`src/rtl/gift_ise_seq.sv`:
```
// GIFT cipher ISE helper unit: swapmove, lane rotates and an iterated key-schedule step,
// sequenced by a small IDLE/BUSY/DONE controller with a one-deep result holding register.
module gift_ise_seq #(
  parameter int XLEN     = 32,
  parameter int IW       = 5,
  parameter int MAX_ITER = 16
) (
  input  logic            g_clk,
  input  logic            g_resetn,
  input  logic            in_valid,
  output logic            in_ready,
  input  logic [2:0]      in_op,
  input  logic [IW-1:0]   in_imm,
  input  logic [XLEN-1:0] in_rs1,
  input  logic [XLEN-1:0] in_rs2,
  output logic            out_valid,
  input  logic            out_ready,
  output logic [XLEN-1:0] out_rd
);

  localparam logic [2:0] OP_SWAPMOVE = 3'd0;
  localparam logic [2:0] OP_KEYUPD   = 3'd1;
  localparam logic [2:0] OP_RORI_N   = 3'd2;
  localparam logic [2:0] OP_RORI_B   = 3'd3;
  localparam logic [2:0] OP_RORI_H   = 3'd4;
  localparam logic [2:0] OP_RORI_W   = 3'd5;

  localparam logic [IW-1:0]   MAX_N   = IW'(MAX_ITER);
  localparam logic [IW-1:0]   CNT_ONE = {{(IW-1){1'b0}}, 1'b1};
  localparam logic [IW-1:0]   CNT_ZERO = {IW{1'b0}};
  localparam logic [XLEN-1:0] ZERO_X  = {XLEN{1'b0}};

  typedef enum logic [1:0] {
    IDLE = 2'd0,
    BUSY = 2'd1,
    DONE = 2'd2
  } state_t;

  state_t          state_r, state_s;
  logic [IW-1:0]   cnt_r, cnt_s;
  logic [XLEN-1:0] rs1_r, rs1_s;
  logic [XLEN-1:0] rd_r, rd_s;
  logic            in_ready_r, out_valid_r;
  logic [XLEN-1:0] alu_s;
  logic [XLEN-1:0] step_s;
  logic [IW-1:0]   n_s;

  // Rotate every lw-bit lane right by amt mod lw; lanes never exchange bits.
  function automatic logic [XLEN-1:0] rori_lanes(input logic [XLEN-1:0] x,
                                                 input logic [IW-1:0]   amt,
                                                 input int              lw);
    logic [XLEN-1:0] y;
    int a;
    int base;
    int pos;
    y = ZERO_X;
    a = int'(amt) % lw;
    for (int i = 0; i < XLEN; i++) begin
      base = (i / lw) * lw;
      pos  = i % lw;
      y[i] = x[base + ((pos + a) % lw)];
    end
    return y;
  endfunction

  function automatic logic [XLEN-1:0] swapmove(input logic [XLEN-1:0] a,
                                               input logic [XLEN-1:0] m,
                                               input logic [IW-1:0]   sh);
    logic [XLEN-1:0] t;
    t = (a ^ (a >> sh)) & m;
    return a ^ t ^ (t << sh);
  endfunction

  // One key-schedule step per 32-bit word: low half rotl 4, high half rotr 2.
  function automatic logic [XLEN-1:0] key_step(input logic [XLEN-1:0] x);
    logic [XLEN-1:0] y;
    logic [15:0]     lo;
    logic [15:0]     hi;
    y = x;
    for (int w = 0; w < XLEN / 32; w++) begin
      lo = x[w*32 +: 16];
      hi = x[w*32+16 +: 16];
      y[w*32 +: 16]    = {lo[11:0], lo[15:12]};
      y[w*32+16 +: 16] = {hi[1:0], hi[15:2]};
    end
    return y;
  endfunction

  assign step_s = key_step(rs1_r);

  // Iteration count saturates at MAX_ITER.
  always_comb begin
    n_s = in_imm;
    if (in_imm > MAX_N) begin
      n_s = MAX_N;
    end else begin
      n_s = in_imm;
    end
  end

  // Single-cycle result for every op, taken straight from the request operands.
  always_comb begin
    alu_s = ZERO_X;
    case (in_op)
      OP_SWAPMOVE: alu_s = swapmove(in_rs1, in_rs2, in_imm);
      OP_KEYUPD:   alu_s = in_rs1;
      OP_RORI_N:   alu_s = rori_lanes(in_rs1, in_imm, 4);
      OP_RORI_B:   alu_s = rori_lanes(in_rs1, in_imm, 8);
      OP_RORI_H:   alu_s = rori_lanes(in_rs1, in_imm, 16);
      OP_RORI_W: begin
        if (XLEN > 32) begin
          alu_s = rori_lanes(in_rs1, in_imm, 32);
        end else begin
          alu_s = ZERO_X;
        end
      end
      default:     alu_s = ZERO_X;
    endcase
  end

  // Next-state and datapath update; rd is held at zero outside DONE.
  always_comb begin
    state_s = state_r;
    cnt_s   = cnt_r;
    rs1_s   = rs1_r;
    rd_s    = rd_r;
    case (state_r)
      IDLE: begin
        if (in_valid) begin
          rs1_s = in_rs1;
          if ((in_op == OP_KEYUPD) && (n_s != CNT_ZERO)) begin
            state_s = BUSY;
            cnt_s   = n_s;
            rd_s    = ZERO_X;
          end else begin
            state_s = DONE;
            cnt_s   = CNT_ZERO;
            rd_s    = alu_s;
          end
        end else begin
          state_s = IDLE;
        end
      end
      BUSY: begin
        if (cnt_r == CNT_ONE) begin
          state_s = DONE;
          cnt_s   = CNT_ZERO;
          rd_s    = step_s;
        end else begin
          state_s = BUSY;
          cnt_s   = cnt_r - CNT_ONE;
          rs1_s   = step_s;
        end
      end
      DONE: begin
        if (out_ready) begin
          state_s = IDLE;
          rs1_s   = ZERO_X;
          rd_s    = ZERO_X;
        end else begin
          state_s = DONE;
        end
      end
      default: begin
        state_s = IDLE;
        cnt_s   = CNT_ZERO;
        rs1_s   = ZERO_X;
        rd_s    = ZERO_X;
      end
    endcase
  end

  // State and output registers; handshake flags are decoded from the next state.
  always_ff @(posedge g_clk) begin
    if (!g_resetn) begin
      state_r     <= IDLE;
      cnt_r       <= CNT_ZERO;
      rs1_r       <= ZERO_X;
      rd_r        <= ZERO_X;
      in_ready_r  <= 1'b1;
      out_valid_r <= 1'b0;
    end else begin
      state_r     <= state_s;
      cnt_r       <= cnt_s;
      rs1_r       <= rs1_s;
      rd_r        <= rd_s;
      in_ready_r  <= (state_s == IDLE);
      out_valid_r <= (state_s == DONE);
    end
  end

  assign in_ready  = in_ready_r;
  assign out_valid = out_valid_r;
  assign out_rd    = rd_r;

endmodule

```
`config.mk`:
```
export PLATFORM = sky130hd
export DESIGN_NAME = gift_ise_seq
export DESIGN_NICKNAME = d
export VERILOG_FILES = /design/src/rtl/gift_ise_seq.sv
export SDC_FILE = /design/constraint.sdc
export NUM_CORES = 1
export LEC_CHECK = 0
export BUFFER_PORTS_ARGS = -buffer_cell sky130_fd_sc_hd__buf_2
export CAP_MARGIN = 25
export CORE_MARGIN = 3
export CORE_UTILIZATION = 39
export DETAILED_ROUTE_END_ITERATION = 16
export GPL_TIMING_DRIVEN = 0
export PLACE_DENSITY_LB_ADDON = 0.08
export SLEW_MARGIN = 40
export SYNTH_ARGS = -nofsm -noshare
export SYNTH_HDL_FRONTEND = slang
export SYNTH_SLANG_ARGS = --single-unit
```
`constraint.sdc`:
```
create_clock -name g_clk -period 4.7 [get_ports g_clk]
set_input_delay 0.47 -clock g_clk [delete_from_list [all_inputs] [get_ports g_clk]]
set_output_delay 0.47 -clock g_clk [all_outputs]
set_load 0.03 [all_outputs]
```
# == Yosys cells after proc, flatten, opt, wreduce, memory -nomap -nowiden ==
# Cells that the tools add are included.
# totals
ff_bits,73
in_bits,76
output_inout_bits,34
word_cells,578
# op_classes
add_sub_neg,94
magnitude_cmp,97
eq_ne,12
shift,2
muxes,304
n_bitwise,30
reduce_logical,33
# ops
op,count
$bmux 1 s5,83
$lt 7x7->1 const B,41
$mux 32,6
$pmux 32 s3,2
$mux 1,189
$pmux 32 s5,1
$lt 5x7->1 const B,18
$add 6x5->7 const A,15
$add 6x4->7 const A,14
$xor 32x32->32,3
$lt 6x7->1 const B,13
$add 6x3->7 const A,12
$reduce_or 4->1,15
$lt 4x7->1 const B,7
$add 5x3->6 const A,8
$add 5x4->6 const A,8
$lt 6x6->1 const B,7
$add 4x4->4 const A,8
$and 32x32->32,1
$bmux 1 s4,8
$shl 32x5->32,1
$shr 32x5->32,1
$and 1x1->1 const A,25
$add 5x2->6 const A,4
40 further kinds,82

# == Longest topological paths before layout ==
# logic_depth
word_depth,11
mapped_depth,17
mapped_depth_nobuf,11

# == Worst setup path before layout ==
# Ideal clock, no wire load.
# synth_path
kind,input port to flip-flop
startpoint,input port in_imm[1]
endpoint,"register rd_r[29], in the netlist out_rd[29]"
setup_ns,0.129
arrival_ns,4.073
required_ns,4.571
path_slack_ns,0.498
stages,17
path_buffers,8
cell_sequence,buf_2 > buf_2 > buf_2 > inv_1 > buf_2 > buf_2 > buf_1 > ha_1 > clkbuf_1 > clkbuf_1 > mux4_2 > mux2i_1 > mux2_2 > o221ai_1 > a221oi_1 > or2_2 > o211ai_1
# synth_via
elab_chain_len,11
word_cells_on_any_way,35
cone_classes,add/sub: 6; order compare: 1; shift: 2; mux: 14; bitwise: 7; reduce/logical: 5
# synth_lines
element,line_no,source
"start, declared",13,"input logic [IW-1:0] in_imm,"
$add 4x4->4 (tied with other cells),61,y[i] = x[base + ((pos + a) % lw)];
$reduce_or 4->1 (no line) (tied with other cells),n/a,
$and 1x1->1 (no line),n/a,
$add 6x5->7 (tied with other cells),61,
$bmux 1 s5,61,
$mux 1 (implied by the code) (2 in a row),61,
$pmux 32 s5,104,case (in_op)
$mux 32 (*),131,if ((in_op == OP_KEYUPD) && (n_s != CNT_ZERO)) begin
$mux 32 (*),129,if (in_valid) begin
$pmux 32 s3 (*),127,case (state_r)
"end signal, assigned",186,rd_r <= rd_s;
"end, declared",42,"logic [XLEN-1:0] rd_r, rd_s;"
# Every way passes the cells marked *; elsewhere a longest branch is shown, timed or not. The select of a mux whose other input is x is not followed.
# A chain may end at the register's enable or synchronous reset.

# == Worst setup path after layout ==
# layout_path
startpoint,input port in_imm[4]
endpoint,"register rd_r[31], in the netlist out_rd[31]"
# layout_via
elab_chain_len,9
word_cells_on_any_way,14
cone_classes,order compare: 1; shift: 2; mux: 5; bitwise: 4; reduce/logical: 2
# layout_lines
element,line_no,source
$shr 32x5->32,70,t = (a ^ (a >> sh)) & m;
$xor 32x32->32,70,
$and 32x32->32,70,
$shl 32x5->32 or $xor 32x32->32 (tied branches),71,return a ^ t ^ (t << sh);
$xor 32x32->32,71,
$pmux 32 s5,104,
$mux 32 (*),131,
$mux 32 (*),129,
$pmux 32 s3 (*),127,
# Marked as above.

==> key figures <==
Clocking
  • CTS tree: done
  • Clock tree buffer depth: 2
  • CTS Root Cell: clkbuf_16
  • Hold_buf cts: 0
  • Worst-path clk slew: 60 ps
  • Skew-Pair Late Insertion Delay: 340 ps
  • Clock net sink count: 73
  • H-tree depth: 3
  • Total CTS buffers: 9

Synthesis
  • Synth unique cells: 90
  • Post-synthesis mux area share: 29.0%
  • Synthesized area: 11200 sq um
  • Post-Synthesis Cells: 1423
  • Average cell area after synthesis: 7.84 sq um
  • Post-synthesis compound-gate area fraction: 27.8%
  • Largest family of logic cells by synthesized area: multiplexers
  • Syn_nets: 1509
  • Post-synthesis adder-cell area fraction: 1.12%
  • Post-synth top flop: dfxtp_1
  • Post-synthesis simple-gate area fraction: 19.1%
  • Post-synth ARST share: 0%
  • Yosys warns: 0
  • Yosys reg bits: 73
  • Post-synthesis sequential area ratio: 13.1%
  • Post-Synth XOR/XNOR Area: 3.53%
  • Post-synth EDFFs: 0

Min path
  • Min-Delay Endpoint: state_r[0]
  • Hold path start: in_valid
  • Worst hold path class: input pin to flop
  • Hold depth: 3

Timing
  • RSZ-0062 raised after global routing: false
  • Fin Hold WS: 479 ps
  • Min Tclk post-route: 4670 ps
  • Final period utilization: 99.5%
  • Max-slew violations: 0
  • # setup viols final: 0
  • Slew @ Worst Pin: 987 ps
  • Relative slew slack: 32.3%
  • Worst Skew: 7.27 ps
  • Max Clk Rate: 0.214 GHz
  • Fin. Hold Viols: 0

Critical path
  • Setup CP Type: input pin to flop
  • CP required: 4920 ps
  • Reg2reg setup slack: 1450 ps
  • Startpoint types: input pin
  • Slowest-stage cell, CP: clkbuf_1
  • Reg2reg end: out_rd[8]
  • Crit. End Element: flop
  • Worst path cell trace: clkbuf_1 > buf_1 > nor2_1 > clkbuf_1 > nand2_1 > nor3_1 > xor2_1 > nand2_1 > mux4_2 > nor2_1 > a211oi_1 > a311oi_1 > or3_1 > o211ai_1
  • Crit-path max FO: 10
  • Crit-path max cell delay: 630 ps
  • Crit path DAT: 4900 ps
  • Worst r2r path cells: 7
  • Reg2reg start: state_r[0]

Floorplanning
  • Die width: 175 microns
  • Row count: 61
  • Die ar.: 30700 sq um
  • Ports: 110
  • Initial Utilization: 39.8%
  • Total core area: 28000 sq um
  • Die Height: 175 microns

Power and ir drop
  • Internal power: 1.74 mW
  • Power per Cell Area: 253 nW/um^2
  • Clock power share: 24.3%
  • Switching share of power: 45.6%
  • Design Power: 3.21 mW
  • Seq pwr share: 22.4%
  • Leak: 4.58 nW
  • Combinational power share: 53.2%
  • Maximum vdd drop: 0.146 mV
  • Sw power: 1.46 mW

Global route
  • GRT overflow: 0
  • Global-route wire length before repair: 90.5 mm
  • Largest net degree at the start of global routing: 20
  • GRT Overall Usage: 40.3%
  • Vias in the first global route: 12280
  • Initial antenna violation count: 4

Detailed routing
  • Routed WL per cell: 33.4 microns
  • Met1 Routed Length: 26.4 mm
  • First-pass DRT Iterations: 6
  • Vias: 13729
  • Final WL: 64.2 mm
  • Met2 Routed Length: 26.4 mm
  • DR top layer: met5
  • Routed wl met3: 8.57 mm
  • 1st-iter DRT viols: 2259
  • Post-route ant nets: 0
  • DR DRC count: 0
  • Vias per cell: 7.15

Layout
  • Synthesis-to-layout area growth: 13.6%
  • Nets: 1623
  • # fillers: 2931
  • Share of cells above drive strength 1: 21.3%

Placed design
  • DP Wirelength: 50.3 mm
  • RePlAce Congestion: 1.05
  • I/O Buffers: 102

Run
  • Max Cap Viol: 0

Outcome
  • Status: finished clean
==> stage by stage <==
step	std cells	instance area [sq um]	setup TNS [ps]	setup WS, ps	utilization (%)
6_report	1921	12700	0	25.1	45.2
5_1_grt	1919	12700	0	18.7	45.2
4_1_cts	1918	12600	0	4.84	44.9
3_5_place_dp	1905	12200	-20320	-1340	43.6
3_3_place_gp	1903	12100	-24230	-1400	43.3
2_1_floorplan	1423	11200	0	498	-
==> cell usage in the layout (no fill, tap or decap), types with 27 or more instances in the layout <==
master	n
nand2_1	118
nor3_1	52
nor2_1	113
xnor2_1	32
nand3_1	27
a22oi_1	31
mux2_2	44
clkbuf_1	86
o221ai_1	28
dfxtp_1	73
a221oi_1	27
mux2i_1	98
buf_2	126
a21oi_1	129
o21ai_0	88
mux4_2	70
==> area by class of cell <==
type	instances	area (sq um)	area share [%]
Timing Repair Buffer	106	541	4.27
Buffer	151	668	5.28
Antenna cell	2	5.00	0.0395
Clock buffer	11	253	2.00
Tap cell	378	473	3.73
Multi-Input combinational cell	1177	9110	72.0
Clock inverter	4	76.3	0.603
Sequential cell	73	1460	11.5
Inverter	19	71.3	0.563
==> logic make-up after synthesis <==
kind of cell / after synthesis
compound gates: 463
simple gates: 436
mux: 223
buf+inv: 173
flops: 73
xor+xnor: 45
fa+ha+maj: 10
==> registers in the layout, summed over array words and instances, names as in the netlist <==
register,count
cnt_r,5
in_ready,1
out_rd,32
out_valid,1
rs1_r,32
state_r,2
==> power by group through the flow <==
stage / combinational [mW] / clock [mW] / sequential, mW
2_1_floorplan: 0.975 / 0 / 0.777
3_3_place_gp: 1.60 / 0 / 0.729
3_5_place_dp: 1.61 / 0 / 0.730
4_1_cts: 1.62 / 0.775 / 0.717
5_1_grt: 1.77 / 0.799 / 0.723
6_report: 1.71 / 0.781 / 0.720
==> routing by layer <==
layer / vias to the layer above / GRT usage [%]
met5: - / 0
met3: 153 / 9.39
li1: 5734 / -
met2: 1117 / 57.7
met4: 6 / 14.2
met1: 6719 / 58.8
==> worst max-delay path by stage <==
| stage | endpoint | from | slack (ps) |
|---|---|---|---|
| CTS | out_rd[9] | in_imm[0] | 5 |
| global placement | out_rd[15] | in_imm[0] | -1400 |
| global route | out_rd[29] | in_imm[2] | 20 |
| floorplan | out_rd[29] | in_imm[1] | 500 |
| finish | out_rd[31] | in_imm[4] | 30 |
| detailed placement | out_rd[15] | in_imm[0] | -1340 |
==> worst max-delay path: cells and delay by family <==
family                    cells  cell delay, ps
and+or+nand+nor               6            1870
buffers and inverters         3            1160
AOI/OAI and AO/OA             3             690
muxes                         1             460
xor gates and xnor gates      1             230
==> Yosys cell counts (10+ instances only) <==
| master | instances | share of area (%) |
|---|---|---|
| buf_1 | 20 | 0.67 |
| mux2_2 | 44 | 4.4 |
| a22oi_1 | 31 | 2.1 |
| a311oi_1 | 11 | 0.86 |
| o211ai_1 | 11 | 0.74 |
| nor2b_1 | 24 | 1.3 |
| and2_1 | 19 | 1.1 |
| nor2_1 | 114 | 3.8 |
| a221oi_1 | 33 | 2.6 |
| clkbuf_1 | 105 | 3.5 |
| ha_1 | 10 | 1.1 |
| a31oi_1 | 21 | 1.2 |
| o22ai_1 | 15 | 0.84 |
| mux2i_1 | 103 | 9.2 |
| a211oi_1 | 11 | 0.74 |
| o21ai_0 | 88 | 3.9 |
| dfxtp_1 | 73 | 13 |
| o221ai_1 | 28 | 2.2 |
| a21oi_1 | 130 | 5.8 |
| mux4_2 | 70 | 14 |
| inv_1 | 17 | 0.57 |
| nor3_1 | 54 | 2.4 |
| xor2_1 | 13 | 1.0 |
| nand2_1 | 118 | 4.0 |
| nor3b_1 | 13 | 0.88 |
| buf_2 | 23 | 1.0 |
| xnor2_1 | 32 | 2.5 |
| nand3_1 | 27 | 1.2 |
==> what timing repair did <==
action | CTS | global route
pin swaps | 0 | 2
gates cloned | 0 | 0
setup endpoints to repair | 19 | 21
buffers inserted | 0 | 2
gates resized for setup | 10 | 15
Power figures use the tool's default switching activity.
